**config.mk**
```make
export PLATFORM = sky130hd
export DESIGN_NAME = pfd_lock_detect_flat
export DESIGN_NICKNAME = d
export VERILOG_FILES = /design/src/rtl/pfd_lock_detect_if.sv /design/src/rtl/pfd_lock_detect.sv /design/src/flat_wrapper.sv
export SDC_FILE = /design/constraint.sdc
export NUM_CORES = 1
export LEC_CHECK = 0
export CAP_MARGIN = 20
export CORE_UTILIZATION = 60
export CTS_BUF_LIST = sky130_fd_sc_hd__clkbuf_8
export CTS_CLUSTER_SIZE = 30
export DETAILED_ROUTE_END_ITERATION = 6
export PLACE_DENSITY = 0.92
export SLEW_MARGIN = 30
export SYNTH_ARGS = -nofsm -noshare
export SYNTH_HDL_FRONTEND = slang
export SYNTH_SLANG_ARGS = --single-unit
```
**constraint.sdc**
```tcl
create_clock -name clk -period 2.05 [get_ports clk]
set_input_delay 0.41 -clock clk [delete_from_list [all_inputs] [get_ports clk]]
set_output_delay 0.41 -clock clk [all_outputs]
set_load 0.02 [all_outputs]
```
**src/rtl/pfd_lock_detect_if.sv**
```systemverilog
// ---------------------------------------------------------------------------
// pfd_lock_detect_if
//
// Signal bundle between the PLL feedback path and the phase-frequency
// detector.  The master side is whatever produces the reference and divided
// feedback clocks (and, when present, clears the slip counter); the slave
// side is the detector itself.
//
// Parameters:
//   ERR_W      width of the signed phase error
//
// Signals:
//   ref_in     reference clock, asynchronous to the detector clock
//   fb_in      divided feedback clock, asynchronous to the detector clock
//   up         charge-pump pump-up request (ref leads fb)
//   dn         charge-pump pump-down request (fb leads ref)
//   phase_err  signed width of the last completed comparison, in clk cycles
//   err_valid  one-cycle strobe marking a phase_err update
//   locked     lock indication
//   slip_clr   (PFD_SLIP_CNT_EN only) synchronous clear of slip_cnt
//   slip_cnt   (PFD_SLIP_CNT_EN only) saturating count of cycle slips
//
// Build option: define PFD_SLIP_CNT_EN to add slip_clr / slip_cnt.
// ---------------------------------------------------------------------------
interface pfd_lock_detect_if #(
    parameter int ERR_W = 8
) ();

    logic                    ref_in;
    logic                    fb_in;
    logic                    up;
    logic                    dn;
    logic signed [ERR_W-1:0] phase_err;
    logic                    err_valid;
    logic                    locked;
`ifdef PFD_SLIP_CNT_EN
    logic                    slip_clr;
    logic [7:0]              slip_cnt;
`endif

`ifdef PFD_SLIP_CNT_EN
    modport master (
        output ref_in, fb_in, slip_clr,
        input  up, dn, phase_err, err_valid, locked, slip_cnt
    );

    modport slave (
        input  ref_in, fb_in, slip_clr,
        output up, dn, phase_err, err_valid, locked, slip_cnt
    );
`else
    modport master (
        output ref_in, fb_in,
        input  up, dn, phase_err, err_valid, locked
    );

    modport slave (
        input  ref_in, fb_in,
        output up, dn, phase_err, err_valid, locked
    );
`endif

endinterface

```
**src/rtl/pfd_lock_detect.sv**
```systemverilog
// ---------------------------------------------------------------------------
// pfd_lock_detect
//
// Digital phase-frequency detector with lock detector, placed right after the
// PLL feedback divider.  Both the reference clock and the divided feedback
// clock are oversampled by the fast clock clk.  The detector measures how many
// clk cycles one rising edge leads the other, drives registered UP/DN pulses
// to the charge pump for that long, and reports the signed width of each
// completed comparison.  A lock detector counts consecutive in-tolerance
// comparisons and raises locked after LOCK_CNT of them.
//
// Parameters:
//   ERR_W     width of phase_err (two's complement)
//   LOCK_TOL  largest |phase_err| that counts as in tolerance
//   LOCK_CNT  consecutive in-tolerance comparisons needed for lock (1..255)
//
// Ports:
//   clk       fast sampling clock, rising edge
//   rstn      synchronous reset, ACTIVE HIGH despite the name (1 = reset)
//   bus       pfd_lock_detect_if.slave:
//               ref_in, fb_in           asynchronous clock inputs
//               up, dn                  registered charge-pump requests
//               phase_err, err_valid    comparison result and its strobe
//               locked                  lock flag
//               slip_clr, slip_cnt      only with PFD_SLIP_CNT_EN
//
// Build option: define PFD_SLIP_CNT_EN to add an 8-bit saturating cycle-slip
// counter (slip_cnt) with a synchronous clear input (slip_clr).
// ---------------------------------------------------------------------------
module pfd_lock_detect #(
    parameter int ERR_W    = 8,
    parameter int LOCK_TOL = 2,
    parameter int LOCK_CNT = 16
) (
    input logic               clk,
    input logic               rstn,
    pfd_lock_detect_if.slave  bus
);

    typedef enum logic [1:0] {
        NEUTRAL = 2'd0,
        UP      = 2'd1,
        DOWN    = 2'd2
    } state_t;

    // Largest magnitude the width counter may reach: 2^(ERR_W-1)-1, so both
    // +count and -count are representable in phase_err.
    localparam logic [ERR_W-1:0] CNT_MAX  = {1'b0, {(ERR_W-1){1'b1}}};
    localparam logic [ERR_W-1:0] CNT_ONE  = ERR_W'(1);
    localparam logic [ERR_W-1:0] TOL_VAL  = ERR_W'(LOCK_TOL);
    localparam logic [7:0]       LOCK_VAL = 8'(LOCK_CNT);

    // -----------------------------------------------------------------------
    // Input path: two synchronizer flops plus one history flop per input.
    // Bit 0 is the first synchronizer stage, bit 2 the edge-detect history.
    // -----------------------------------------------------------------------
    logic [2:0] ref_sync;
    logic [2:0] fb_sync;
    logic       ref_edge;
    logic       fb_edge;

    // NOTE: every flop here is an ordinary register with a synchronous
    // clear; there is no storage array, so nothing is left unreset.
    always_ff @(posedge clk) begin
        if (rstn) begin
            ref_sync <= '0;
            fb_sync  <= '0;
        end else begin
            // NOTE: non-blocking assignments make each stage take the value
            // its predecessor held before the edge, which is what turns this
            // into a shift chain rather than a single wire.
            ref_sync <= {ref_sync[1:0], bus.ref_in};
            fb_sync  <= {fb_sync[1:0],  bus.fb_in};
        end
    end

    assign ref_edge = ref_sync[1] & ~ref_sync[2];
    assign fb_edge  = fb_sync[1]  & ~fb_sync[2];

    // -----------------------------------------------------------------------
    // Phase-frequency FSM
    // -----------------------------------------------------------------------
    state_t                  state_q;
    state_t                  state_nxt;
    logic [ERR_W-1:0]        cnt_q;
    logic [ERR_W-1:0]        cnt_nxt;
    logic [ERR_W-1:0]        cnt_inc;
    logic                    up_q;
    logic                    dn_q;
    logic                    err_valid_q;
    logic                    err_valid_nxt;
    logic signed [ERR_W-1:0] phase_err_q;
    logic signed [ERR_W-1:0] phase_err_nxt;
    logic                    slip;

    always_comb begin
        // NOTE: every output of this block gets a default before the case
        // statement, so no path through it can leave a value unassigned and
        // no latch is inferred.
        state_nxt     = state_q;
        cnt_nxt       = cnt_q;
        err_valid_nxt = 1'b0;
        phase_err_nxt = phase_err_q;
        slip          = 1'b0;
        cnt_inc       = (cnt_q == CNT_MAX) ? cnt_q : cnt_q + CNT_ONE;

        case (state_q)
            NEUTRAL: begin
                if (ref_edge && fb_edge) begin
                    // Perfectly aligned edges: a zero-width comparison.
                    err_valid_nxt = 1'b1;
                    phase_err_nxt = '0;
                end else if (ref_edge) begin
                    state_nxt = UP;
                    cnt_nxt   = CNT_ONE;
                end else if (fb_edge) begin
                    state_nxt = DOWN;
                    cnt_nxt   = CNT_ONE;
                end
            end

            UP: begin
                if (fb_edge) begin
                    err_valid_nxt = 1'b1;
                    phase_err_nxt = $signed(cnt_q);
                    if (ref_edge) begin
                        // The closing fb edge coincides with the next ref
                        // edge: close this comparison and open the next one.
                        cnt_nxt = CNT_ONE;
                    end else begin
                        state_nxt = NEUTRAL;
                        cnt_nxt   = '0;
                    end
                end else begin
                    cnt_nxt = cnt_inc;
                    // A second ref edge before any fb edge means fb has
                    // fallen a whole reference period behind.
                    slip    = ref_edge;
                end
            end

            DOWN: begin
                if (ref_edge) begin
                    err_valid_nxt = 1'b1;
                    phase_err_nxt = -$signed(cnt_q);
                    if (fb_edge) begin
                        cnt_nxt = CNT_ONE;
                    end else begin
                        state_nxt = NEUTRAL;
                        cnt_nxt   = '0;
                    end
                end else begin
                    cnt_nxt = cnt_inc;
                    slip    = fb_edge;
                end
            end

            default: begin
                state_nxt = NEUTRAL;
                cnt_nxt   = '0;
            end
        endcase
    end

    always_ff @(posedge clk) begin
        if (rstn) begin
            state_q     <= NEUTRAL;
            cnt_q       <= '0;
            up_q        <= 1'b0;
            dn_q        <= 1'b0;
            err_valid_q <= 1'b0;
            phase_err_q <= '0;
        end else begin
            state_q     <= state_nxt;
            cnt_q       <= cnt_nxt;
            // up/dn are decoded from the next state so they change on the
            // same edge as the state register instead of a cycle later.
            up_q        <= (state_nxt == UP);
            dn_q        <= (state_nxt == DOWN);
            err_valid_q <= err_valid_nxt;
            phase_err_q <= phase_err_nxt;
        end
    end

    // -----------------------------------------------------------------------
    // Lock detector
    // -----------------------------------------------------------------------
    logic [ERR_W-1:0] abs_err;
    logic             in_tol;
    logic [7:0]       good_q;
    logic [7:0]       good_nxt;
    logic             locked_q;

    // phase_err never reaches the most negative code, so its magnitude
    // always fits in ERR_W bits.
    assign abs_err = phase_err_q[ERR_W-1] ? $unsigned(-phase_err_q)
                                          : $unsigned(phase_err_q);
    assign in_tol  = (abs_err <= TOL_VAL);

    always_comb begin
        good_nxt = good_q;
        if (slip) begin
            good_nxt = '0;
        end else if (err_valid_q) begin
            if (!in_tol) begin
                good_nxt = '0;
            end else if (good_q < LOCK_VAL) begin
                good_nxt = good_q + 8'd1;
            end
        end
    end

    always_ff @(posedge clk) begin
        if (rstn) begin
            good_q   <= '0;
            locked_q <= 1'b0;
        end else begin
            good_q   <= good_nxt;
            // Looking at the next count lets locked rise on the cycle right
            // after the qualifying err_valid strobe; because the count
            // saturates, locked then holds until a bad comparison or slip.
            locked_q <= (good_nxt == LOCK_VAL);
        end
    end

    assign bus.up        = up_q;
    assign bus.dn        = dn_q;
    assign bus.err_valid = err_valid_q;
    assign bus.phase_err = phase_err_q;
    assign bus.locked    = locked_q;

    // -----------------------------------------------------------------------
    // Optional cycle-slip counter
    // -----------------------------------------------------------------------
`ifdef PFD_SLIP_CNT_EN
    logic [7:0] slip_cnt_q;

    always_ff @(posedge clk) begin
        if (rstn) begin
            slip_cnt_q <= '0;
        end else if (bus.slip_clr) begin
            slip_cnt_q <= '0;
        end else if (slip && (slip_cnt_q != 8'hFF)) begin
            slip_cnt_q <= slip_cnt_q + 8'd1;
        end
    end

    assign bus.slip_cnt = slip_cnt_q;
`endif

endmodule

```
**src/flat_wrapper.sv**
```systemverilog
// flat-port wrapper written by rule: the top's interface ports become plain ports
module pfd_lock_detect_flat 
#(
    parameter int ERR_W    = 8,
    parameter int LOCK_TOL = 2,
    parameter int LOCK_CNT = 16
)
  (clk, rstn, bus_ref_in, bus_fb_in, bus_up, bus_dn, bus_phase_err, bus_err_valid, bus_locked);
  pfd_lock_detect_if #(.ERR_W(ERR_W)) bus_i ();
  input logic clk;
  input logic rstn;
  input wire logic [$bits(bus_i.ref_in)-1:0] bus_ref_in;
  input wire logic [$bits(bus_i.fb_in)-1:0] bus_fb_in;
  output wire logic [$bits(bus_i.up)-1:0] bus_up;
  output wire logic [$bits(bus_i.dn)-1:0] bus_dn;
  output wire logic [$bits(bus_i.phase_err)-1:0] bus_phase_err;
  output wire logic [$bits(bus_i.err_valid)-1:0] bus_err_valid;
  output wire logic [$bits(bus_i.locked)-1:0] bus_locked;
  assign bus_i.ref_in = bus_ref_in;
  assign bus_i.fb_in = bus_fb_in;
  assign bus_up = bus_i.up;
  assign bus_dn = bus_i.dn;
  assign bus_phase_err = bus_i.phase_err;
  assign bus_err_valid = bus_i.err_valid;
  assign bus_locked = bus_i.locked;
  pfd_lock_detect #(.ERR_W(ERR_W), .LOCK_TOL(LOCK_TOL), .LOCK_CNT(LOCK_CNT)) u_core (.clk(clk), .rstn(rstn), .bus(bus_i));
endmodule
```
==> results of run 1 <==
cell usage in the layout (no fill, tap or decap), types with 3 or more instances in the layout:
cell	netlist	layout
nand3b_1	4	4
nand3_1	9	9
nor2_1	20	20
buf_4	0	12
clkdlybuf4s50_1	0	15
nand2b_1	4	4
ha_1	9	9
nand4_1	3	3
nor3_1	8	8
a31oi_1	3	3
a21boi_0	3	3
nor2b_1	7	7
nand2_1	14	14
nor3b_1	3	3
clkbuf_8	0	5
a21oi_1	17	17
dfxtp_1	36	36
or3_1	4	4
o21ai_0	11	11
a211oi_1	5	5
inv_1	18	18
o32ai_1	5	5
registers in the layout, indices dropped and copies added, names as in the netlist, 2 cells and up:
| register | count |
|---|---|
| u_core.bus.phase_err | 8 |
| u_core.cnt_q | 8 |
| u_core.fb_sync | 3 |
| u_core.good_q | 8 |
| u_core.ref_sync | 3 |
| u_core.state_q | 2 |
worst min-delay path by stage:
stage                             startpoint  slack (ps)  depth (start not counted)                 end
after floorplan             u_core.good_q[7]         410                          2    u_core.good_q[7]
final                     u_core.ref_sync[0]         440                          1  u_core.ref_sync[1]
after global placement      u_core.good_q[6]         420                          2    u_core.good_q[6]
after CTS                   u_core.good_q[6]         450                          2    u_core.good_q[6]
after detailed placement    u_core.good_q[6]         420                          2    u_core.good_q[6]
after global routing      u_core.ref_sync[0]         460                          1  u_core.ref_sync[1]
power by group through the flow:
stage                     clock [mW]  sequential [mW]  combinational, mW
after global routing           0.540            0.724              0.178
after detailed placement           0            0.738              0.157
after floorplan                    0            0.738              0.107
final                          0.502            0.722              0.162
after CTS                      0.502            0.722              0.159
after global placement             0            0.737              0.155
cells by family (layout without fill, tap and decap cells):
logic type	after synthesis	count (layout)	synth area share
DFF	36	36	0.364
adders and majority gates	9	9	0.0569
and+or+nand+nor	90	90	0.247
buffers and inverters	32	53	0.0670
muxes	1	1	0.00506
xor gates and xnor gates	4	4	0.0177
AOI/OAI and AO/OA	68	68	0.243
metal layers:
metal / vias to the layer above / track usage
met5: - / 0
met4: 0 / 0.0918
met3: 10 / 0.0655
met2: 65 / 0.459
met1: 834 / 0.346
li1: 911 / -
final cells by class:
class | count | area [sq um] | share of cell area
Multi-Input combinational cell | 172 | 1130 | 0.490
Sequential cell | 36 | 721 | 0.314
Timing Repair Buffer | 27 | 240 | 0.105
Clock buffer | 5 | 68.8 | 0.0300
Inverter | 18 | 67.6 | 0.0294
Tap cell | 44 | 55.1 | 0.0240
Clock inverter | 3 | 18.8 | 0.00817
worst max-delay path, cell delays in order (launching register included):
cell	delay, ps
dfxtp_1	350
inv_1	120
ha_1	310
inv_1	150
o211ai_1	310
a21boi_0	180
buf_4	180
a32o_1	240
==> impl_metrics.tcl, run 1 <==
set metrics [dict create \
    drv_slew 0 \
    cts_setup_buffers 0 \
    hold_class "reg -> reg" \
    track_usage 0.275 \
    hold_buffers 0 \
    r2r_slack_ps 100 \
    whs_ps 445 \
    path_max_fanout 8 \
    grt_pass1_vias 1642 \
    worstSetupStartpointType "flop" \
    design_area_sq_um 2300 \
    utilization 0.740 \
    critPathCapture "u_core.cnt_q[1]" \
    relSlewSlack 0.691 \
    vdd_drop_max_mv 0.451 \
    yosys.area.top_type "dfxtp_1" \
    power.density_nw_per_um2 604 \
    io_pins 16 \
    synth-seq-cells 36 \
    p_leak_nw 0.847 \
    die_area_sq_um 3530 \
    reg2reg_from "u_core.state_q[0]" \
    place_area_sq_um 2210 \
    p_comb_frac 0.117 \
    setup_viol 0 \
    drt-met1-wl_um 1930 \
    crit_path_start "u_core.state_q[0]" \
    drive_gt1_frac 0.0920 \
    clock_path_buffers 2 \
    top_layer "met4" \
    p_sw_frac 0.268 \
    power_mw 1.39 \
    synthTopCellsByCount "dfxtp_1, nor2_1, inv_1" \
    yosysMostFrequentCell "dfxtp_1" \
    p_seq_frac 0.521 \
    die_w_um 59.4 \
    place_ws_ps 154 \
    grt_pass1_wl_um 7240 \
    post-route-period-util 0.950 \
    cts_resized 0 \
    drc_errors 0 \
    postRouteAntennaNets 0 \
    clkLatencyLatePin_ps 300 \
    cts.clk_slew.worst_paths_ps 80 \
    syn_area_sq_um 1980 \
    layout.nets 273 \
    core-area_sq_um 3100 \
    ys.warnings.count 0 \
    via_per_inst 5.97 \
    crit_type "reg -> reg" \
    min_period_ps 1950 \
    r2r_end "u_core.cnt_q[1]" \
    cp.required_ps 2240 \
    grt_start_max_net_pins 15 \
    p_switching_mw 0.372 \
    reg2reg_depth 7 \
    fill_cells 257 \
    h-tree-depth 2 \
    ys.flop_type "dfxtp_1" \
    wl_met2_um 2090 \
    wirelength_um 4390 \
    synth-edff-count 0 \
    cp.arrival_ps 2130 \
    intPower_mw 1.01 \
    wl_met3_um 280 \
    yosysSeqAreaShare 0.364 \
    fin_setup_tns_ps 0 \
    synthTopCellsByArea "dfxtp_1, ha_1, a21oi_1" \
    hold_viol 0 \
    syn-instance-count 240 \
    dp_cells 297 \
    clock_sinks 36 \
    firstDrtPassIters 4 \
    max_freq_mhz 514 \
    synth.top_cell.area_share 0.364 \
    worstMarginPinSlew_ps 463 \
    gp_congestion 0.901 \
    outcome "finished, final reports clean" \
    clock-skew-final_ps 5.77 \
    syn_to_final_growth_pct 16.1 \
    ys_async_sr_fraction 0 \
    end_kind "flop" \
    rsz0062_at_grt "yes" \
    via_count 1820 \
    drtIter0Drc 146 \
    avgSynthCellArea_sq_um 8.25 \
    routedWlPerCell_um 14.4 \
    final-instance-count-excl-fill 305 \
    overflow 0 \
    start_util 0.638 \
    ys_types 54 \
    maxCapViolCount 0 \
    die_h_um 59.4 \
    finalWorstSetupSlack_ps 103 \
    cts_buffers 5 \
    cts_tree "yes" \
    antennaDiodeCount 0 \
    root_buffer "clkbuf_8" \
    antenna_found_initial 0 \
    io_buffers 15 \
    rows 20 \
    clkPwrFrac 0.362 \
    synth_nets 253 \
    dp_hpwl_um 3110 \
]
Power figures use the tool's default switching activity.
==> inputs of run 2 (changes only) <==
--- a/config.mk
+++ b/config.mk
@@ -11,7 +11,9 @@
 export CTS_CLUSTER_SIZE = 30
 export DETAILED_ROUTE_END_ITERATION = 6
 export PLACE_DENSITY = 0.92
+export SKIP_LAST_GASP = 1
 export SLEW_MARGIN = 30
 export SYNTH_ARGS = -nofsm -noshare
 export SYNTH_HDL_FRONTEND = slang
 export SYNTH_SLANG_ARGS = --single-unit
+export TNS_END_PERCENT = 30
==> constraint.sdc (replaced) <==
create_clock -name clk -period 2.05 [get_ports clk]
set_input_delay 0.41 -clock clk [delete_from_list [all_inputs] [get_ports clk]]
set_output_delay 0.41 -clock clk [all_outputs]
set_load 0.005 [all_outputs]
==> results of run 2 <==
The final DEF is identical to that of run 1. Status: finished, final reports clean.
Among the figures that moved: total power 1.39 mW -> 1.38 mW
